## src/rtl/oh_tbus_arbiter.sv

```systemverilog
// Round-robin arbiter for a shared tristate bus: one-hot grant/oe with a fixed all-off turnaround gap.
// Define OH_TBUS_PARK_EN to keep the last owner's driver enabled (bus parked) while nobody requests.
module oh_tbus_arbiter #(
   parameter int N       = 4,
   parameter int TURN    = 1,
   parameter int MAXHOLD = 16
) (
   input  logic                 clk,
   input  logic                 reset,
   input  logic [N-1:0]         req,
   output logic [N-1:0]         grant,
   output logic [N-1:0]         oe,
   output logic                 busy,
   output logic [$clog2(N)-1:0] owner_id
);

   localparam int IDW = $clog2(N);
   localparam int TW  = (TURN > 1) ? $clog2(TURN + 1) : 1;
   localparam int HW  = (MAXHOLD > 1) ? $clog2(MAXHOLD + 1) : 1;
   localparam bit HOLD_EN = (MAXHOLD > 0);
   localparam logic [TW-1:0]  TURN_LAST = TW'(TURN);
   localparam logic [HW-1:0]  HOLD_LAST = HW'(MAXHOLD);
   localparam logic [IDW-1:0] LAST_ID   = IDW'(N - 1);
   localparam logic [N-1:0]   ONE       = N'(1);

   typedef enum logic [1:0] {
      ST_IDLE,
      ST_DRIVE,
      ST_TURN
`ifdef OH_TBUS_PARK_EN
      , ST_PARK
`endif
   } state_t;

   state_t         state, state_nx;
   logic [N-1:0]   grant_nx, oe_nx;
   logic [IDW-1:0] owner_nx, ptr, ptr_nx, win;
   logic [HW-1:0]  hold_cnt, hold_nx;
   logic [TW-1:0]  turn_cnt, turn_nx;

   // Rotate the requests so the pointer sits at bit 0, then take the lowest set bit.
   function automatic logic [IDW-1:0] rr_pick(input logic [N-1:0] r, input logic [IDW-1:0] p);
      logic [2*N-1:0] rot;
      int w;
      w = 0;
      rr_pick = p;
      rot = {r, r} >> p;
      for (int i = N - 1; i >= 0; i--) begin
         if (rot[i]) begin
            w = (int'(p) + i) % N;
            rr_pick = w[IDW-1:0];
         end
      end
   endfunction

   always_ff @(posedge clk) begin
      if (reset) begin
         state    <= ST_IDLE;
         grant    <= '0;
         oe       <= '0;
         busy     <= 1'b0;
         owner_id <= '0;
         ptr      <= '0;
         hold_cnt <= '0;
         turn_cnt <= '0;
      end else begin
         state    <= state_nx;
         grant    <= grant_nx;
         oe       <= oe_nx;
         busy     <= |oe_nx;
         owner_id <= owner_nx;
         ptr      <= ptr_nx;
         hold_cnt <= hold_nx;
         turn_cnt <= turn_nx;
      end
   end

   always_comb begin
      state_nx = state;
      grant_nx = grant;
      oe_nx    = oe;
      owner_nx = owner_id;
      ptr_nx   = ptr;
      hold_nx  = hold_cnt;
      turn_nx  = turn_cnt;
      win      = rr_pick(req, ptr);

      case (state)
         ST_IDLE: begin
            if (|req) begin
               state_nx = ST_DRIVE;
               grant_nx = ONE << win;
               oe_nx    = ONE << win;
               owner_nx = win;
               hold_nx  = HW'(1);
            end
         end

         // Only the owner dropping its request or the hold limit ends a tenure.
         ST_DRIVE: begin
            if (!req[owner_id] || (HOLD_EN && hold_cnt == HOLD_LAST)) begin
               grant_nx = '0;
               ptr_nx   = (owner_id == LAST_ID) ? '0 : owner_id + IDW'(1);
`ifdef OH_TBUS_PARK_EN
               if ((req & ~grant) == '0) begin
                  state_nx = ST_PARK;
               end else begin
                  oe_nx    = '0;
                  state_nx = ST_TURN;
                  turn_nx  = TW'(1);
               end
`else
               oe_nx    = '0;
               state_nx = ST_TURN;
               turn_nx  = TW'(1);
`endif
            end else begin
               hold_nx = hold_cnt + HW'(1);
            end
         end

         ST_TURN: begin
            if (turn_cnt == TURN_LAST) begin
               turn_nx = '0;
               if (|req) begin
                  state_nx = ST_DRIVE;
                  grant_nx = ONE << win;
                  oe_nx    = ONE << win;
                  owner_nx = win;
                  hold_nx  = HW'(1);
               end else begin
                  state_nx = ST_IDLE;
               end
            end else begin
               turn_nx = turn_cnt + TW'(1);
            end
         end

`ifdef OH_TBUS_PARK_EN
         // The parked driver may resume instantly; anyone else must wait out the gap.
         ST_PARK: begin
            if ((req & ~oe) != '0) begin
               oe_nx    = '0;
               state_nx = ST_TURN;
               turn_nx  = TW'(1);
            end else if (req[owner_id]) begin
               state_nx = ST_DRIVE;
               grant_nx = oe;
               hold_nx  = HW'(1);
            end
         end
`endif

         default: begin
            state_nx = ST_IDLE;
            grant_nx = '0;
            oe_nx    = '0;
         end
      endcase
   end

endmodule

```

## config.mk

```make
export PLATFORM = sky130hd
export DESIGN_NAME = oh_tbus_arbiter
export DESIGN_NICKNAME = d
export VERILOG_FILES = /design/src/rtl/oh_tbus_arbiter.sv
export SDC_FILE = /design/constraint.sdc
export NUM_CORES = 1
export LEC_CHECK = 0
export BUFFER_PORTS_ARGS = -buffer_cell sky130_fd_sc_hd__buf_2
export CORE_MARGIN = 4
export CORE_UTILIZATION = 59
export DETAILED_ROUTE_END_ITERATION = 8
export GPL_TIMING_DRIVEN = 1
export PLACE_DENSITY_LB_ADDON = 0.12
export SETUP_SLACK_MARGIN = 0.2
export SLEW_MARGIN = 20
export SYNTH_ARGS = -nofsm -noshare
export SYNTH_HDL_FRONTEND = slang
export SYNTH_SLANG_ARGS = --single-unit
```

## constraint.sdc

```tcl
create_clock -name clk -period 3.04 [get_ports clk]
set_input_delay 0.608 -clock clk [delete_from_list [all_inputs] [get_ports clk]]
set_output_delay 0.608 -clock clk [all_outputs]
set_load 0.03 [all_outputs]
```

==> results by group <==
Detailed routing
  • Routed Antenna Nets: 0
  • Drt total wl: 2207 µm
  • 1st-pass router iterations: 4
  • Vias per cell: 5.512
  • DRC viols: 0
  • Via count: 926
  • DR iter-0 viols: 20
  • Post-DR wirelength/cell: 13.14 µm

Timing
  • Setup violations, final: 0
  • Max Clk Rate: 481.4 MHz
  • Slew HR: 60.55%
  • Max-slew violations: 0
  • Clock skew: 0.001661 ns
  • RSZ-0062 raised after global routing: no
  • Hold Fails Final Rpt: 0
  • Tmin final: 2.077 ns
  • Fin crit share: 68.33%
  • Total Neg Setup Slack: 0 ns
  • Actual slew at the worst max-slew pin: 0.5899 ns

Synthesis
  • Synth Flop Type: dfxtp_1
  • EDFF count, synth: 0
  • Simple-gate share of the synthesized area: 31.00%
  • Mapped Nets: 136
  • Avg Cell Area, Syn: 8.709 µm²
  • Synth Register Bits: 21
  • Area contributors post-synth: dfxtp_1 38%, nor2_1 5.4%, nor2b_1 5.1%
  • Register area share after synthesis: 38.01%
  • Ys Warns: 0
  • Mux contribution to synthesized area: 3.846%
  • Synth Area in Compound Gates: 16.63%
  • Largest family of logic cells by synthesized area: simple AND/OR/NAND/NOR gates
  • Mapped Area: 1106 µm²
  • Synth Area in Adders: 3.394%
  • Top cells by count, synth: 21 x dfxtp_1, 16 x nor2_1, 9 x a21oi_1, 9 x nor2b_1
  • Async set-reset flop share out of synthesis: 0%
  • Cells after synthesis: 127
  • Yosys top cell by area: dfxtp_1
  • Post-Synth XOR/XNOR Area: 2.376%
  • Distinct cells, synth: 39
  • Most frequent cell after synthesis: dfxtp_1
  • Post-synth top area share: 38.01%

Clock network
  • Post-CTS sizing: 0
  • CTS tree: yes
  • Cts-stage hold buffer count: 0
  • Clk sinks: 21
  • Clk slew on worst S/H paths: 0.11 ns
  • Post CTS Setup Buffer Count: 0
  • CTS HTree Levels: 1
  • Clock Tree Buf Depth: 2
  • Root Driver: clkbuf_4
  • Clk_lat worst skew: 0.30 ns
  • CTS Buf Count: 3

Pwr
  • Int Power: 0.0004193 W
  • Clk pwr share: 20.8%
  • Sw Share: 33.35%
  • Reg power frac: 52.0%
  • Comb pwr share: 27.2%
  • Leak Pwr: 0.4954 nW
  • Switching pwr: 0.0002098 W
  • Cell Pwr Density: 518.4 nW/µm²
  • VDD IR max: 0.3207 mV

Die
  • IO Pins: 17
  • Die X: 51.30 µm
  • Initial Utilization: 63.37%
  • Die area: 2631 µm²
  • Site Rows: 15
  • Core area: 1745 µm²
  • Die Span Y: 51.30 µm

Place
  • Final HPWL DP: 1669 µm
  • Port bufs: 16
  • Gpl congestion: 0.8504
  • Placed instance area: 1187 µm²

Final layout
  • Antenna diode count: 0
  • Reg area: 420.4 µm²
  • Net count, final: 153
  • Fill count: 147
  • Fin area: 1214 µm²
  • Area Overhead vs Synth: 9.728%
  • Layout cells sized above 1: 19.58%
  • Multi-input gate area: 633.1 µm²

Setup path
  • Crit-path max FO: 9
  • CP Launch Point: hold_cnt[0]$_SDFFE_PP0P_
  • Reg2reg end: busy$_SDFF_PP0_
  • R2R depth: 6
  • CP max stage delay: 0.51 ns
  • Setup crit start kind: register
  • Worst path cell trace: inv_1 -> ha_1 -> or4bb_1 -> and4b_1 -> o21bai_4 -> a221o_1
  • Critical path class: register to register
  • Required time of the critical path: 3.24 ns
  • R2R setup slack: 0.96 ns
  • Worst r2r src: hold_cnt[0]$_SDFFE_PP0P_
  • Critical Path End Type: register
  • Slowest CP cell: or4bb_1
  • Critical Path AT: 2.28 ns
  • WP buf/inv: 1
  • CP delay by family, top: simple AND/OR/NAND/NOR gates

Global route
  • Total global routing overflow: 0
  • Gr usage total: 18.52%
  • Vias in the first global route: 858
  • Initial antenna violation count: 0
  • Largest net degree at the start of global routing: 21
  • First-pass GRT wire length: 3746 µm

Run status
  • Outcome: finished clean

Worst hold path
  • Hold endpoint: grant[1]$_SDFFE_PP0P_
  • HP Class: register to register
  • Hold path cells: 2
  • Hold path startpoint: grant[1]$_SDFFE_PP0P_

Job
  • Max Cap Viol: 0
-- layer usage --
| metal | wire length, µm | vias up | GRT usage, % |
|---|---|---|---|
| met1 | 983 | 419 | 21.22 |
| met5 | 0 | - | 0 |
| li1 | - | 485 | - |
| met2 | 1122 | 20 | 33.26 |
| met3 | 87 | 2 | 5.831 |
| met4 | 12 | 0 | 4.367 |
-- worst max path at each step --
stage / endpoint / slack [ns] / depth (start not counted)
finish: busy$_SDFF_PP0_ / 0.96 / 6
global route: busy$_SDFF_PP0_ / 0.86 / 6
CTS: busy$_SDFF_PP0_ / 0.94 / 6
detailed placement: busy$_SDFF_PP0_ / 0.81 / 5
global placement: busy$_SDFF_PP0_ / 0.85 / 5
floorplan: busy$_SDFF_PP0_ / 0.93 / 6
-- power groups by stage --
stage                     registers [W]  logic [W]  clock network [W]
after floorplan                0.000351   0.000115                  0
after global placement         0.000332   0.000167                  0
after detailed placement       0.000333   0.000172                  0
after CTS                      0.000326   0.000172           0.000136
after global routing           0.000330   0.000190           0.000144
final                          0.000327   0.000171           0.000131
-- stage by stage --
step / utilization [%] / power (W) / hold slack, ns / instances / worst slack (ns)
5_1_grt: 69.53 / 0.0006642 / 0.4870 / 168 / 0.8566
2_1_floorplan: - / 0.0004662 / 0.4707 / 127 / 0.9317
4_1_cts: 69.53 / 0.0006348 / 0.4612 / 168 / 0.9403
6_report: 69.53 / 0.0006291 / 0.4583 / 168 / 0.9626
3_3_place_gp: 68.03 / 0.0004987 / 0.4452 / 164 / 0.8509
3_5_place_dp: 68.03 / 0.0005048 / 0.4446 / 164 / 0.8141
-- logic make-up after synthesis --
| family | Yosys count |
|---|---|
| buf+inv | 9 |
| flops | 21 |
| mux | 3 |
| xor+xnor | 3 |
| simple gates | 60 |
| compound gates | 28 |
| fa+ha+maj | 3 |
-- layout make-up --
| class | count | share of cell area, % |
|---|---|---|
| multi-input combinational | 97 | 52.17 |
| inverter | 4 | 1.237 |
| sequential | 21 | 34.64 |
| clock buffer | 4 | 2.165 |
| tap | 25 | 2.577 |
| timing repair buffer | 17 | 7.217 |
-- tightest hold or removal path, delay by kind of cell, from the launching register on --
family / cells / cell delay [ns]
flops: 1 / 0.32
simple gates: 1 / 0.05
compound gates: 1 / 0.05
-- flip-flops by register name (all words and copies together) (netlist names) --
| signal | count |
|---|---|
| oe | 4 |
| turn_cnt | 1 |
| grant | 4 |
| owner_id | 2 |
| state | 2 |
| busy | 1 |
| hold_cnt | 5 |
| ptr | 2 |
-- cell usage in the layout, fill, tap and decap left out, drive strengths merged --
master / count
a221o: 1
a21oi: 9
xor2: 3
o22ai: 1
clkbuf: 4
and4b: 1
nor2: 16
nor2b: 9
o32ai: 1
or2: 3
o21bai: 1
buf: 17
and2: 1
nor3: 8
nor4: 2
a22oi: 2
or4bb: 1
mux4: 1
nand2: 7
nand2b: 3
a221oi: 2
o21ai: 8
nand3: 1
or4: 1
and3: 2
a21boi: 1
and2b: 1
and3b: 1
ha: 3
nor3b: 3
a211oi: 2
mux2i: 2
inv: 4
dfxtp: 21
No activity file was read; power rests on OpenSTA's default activity.
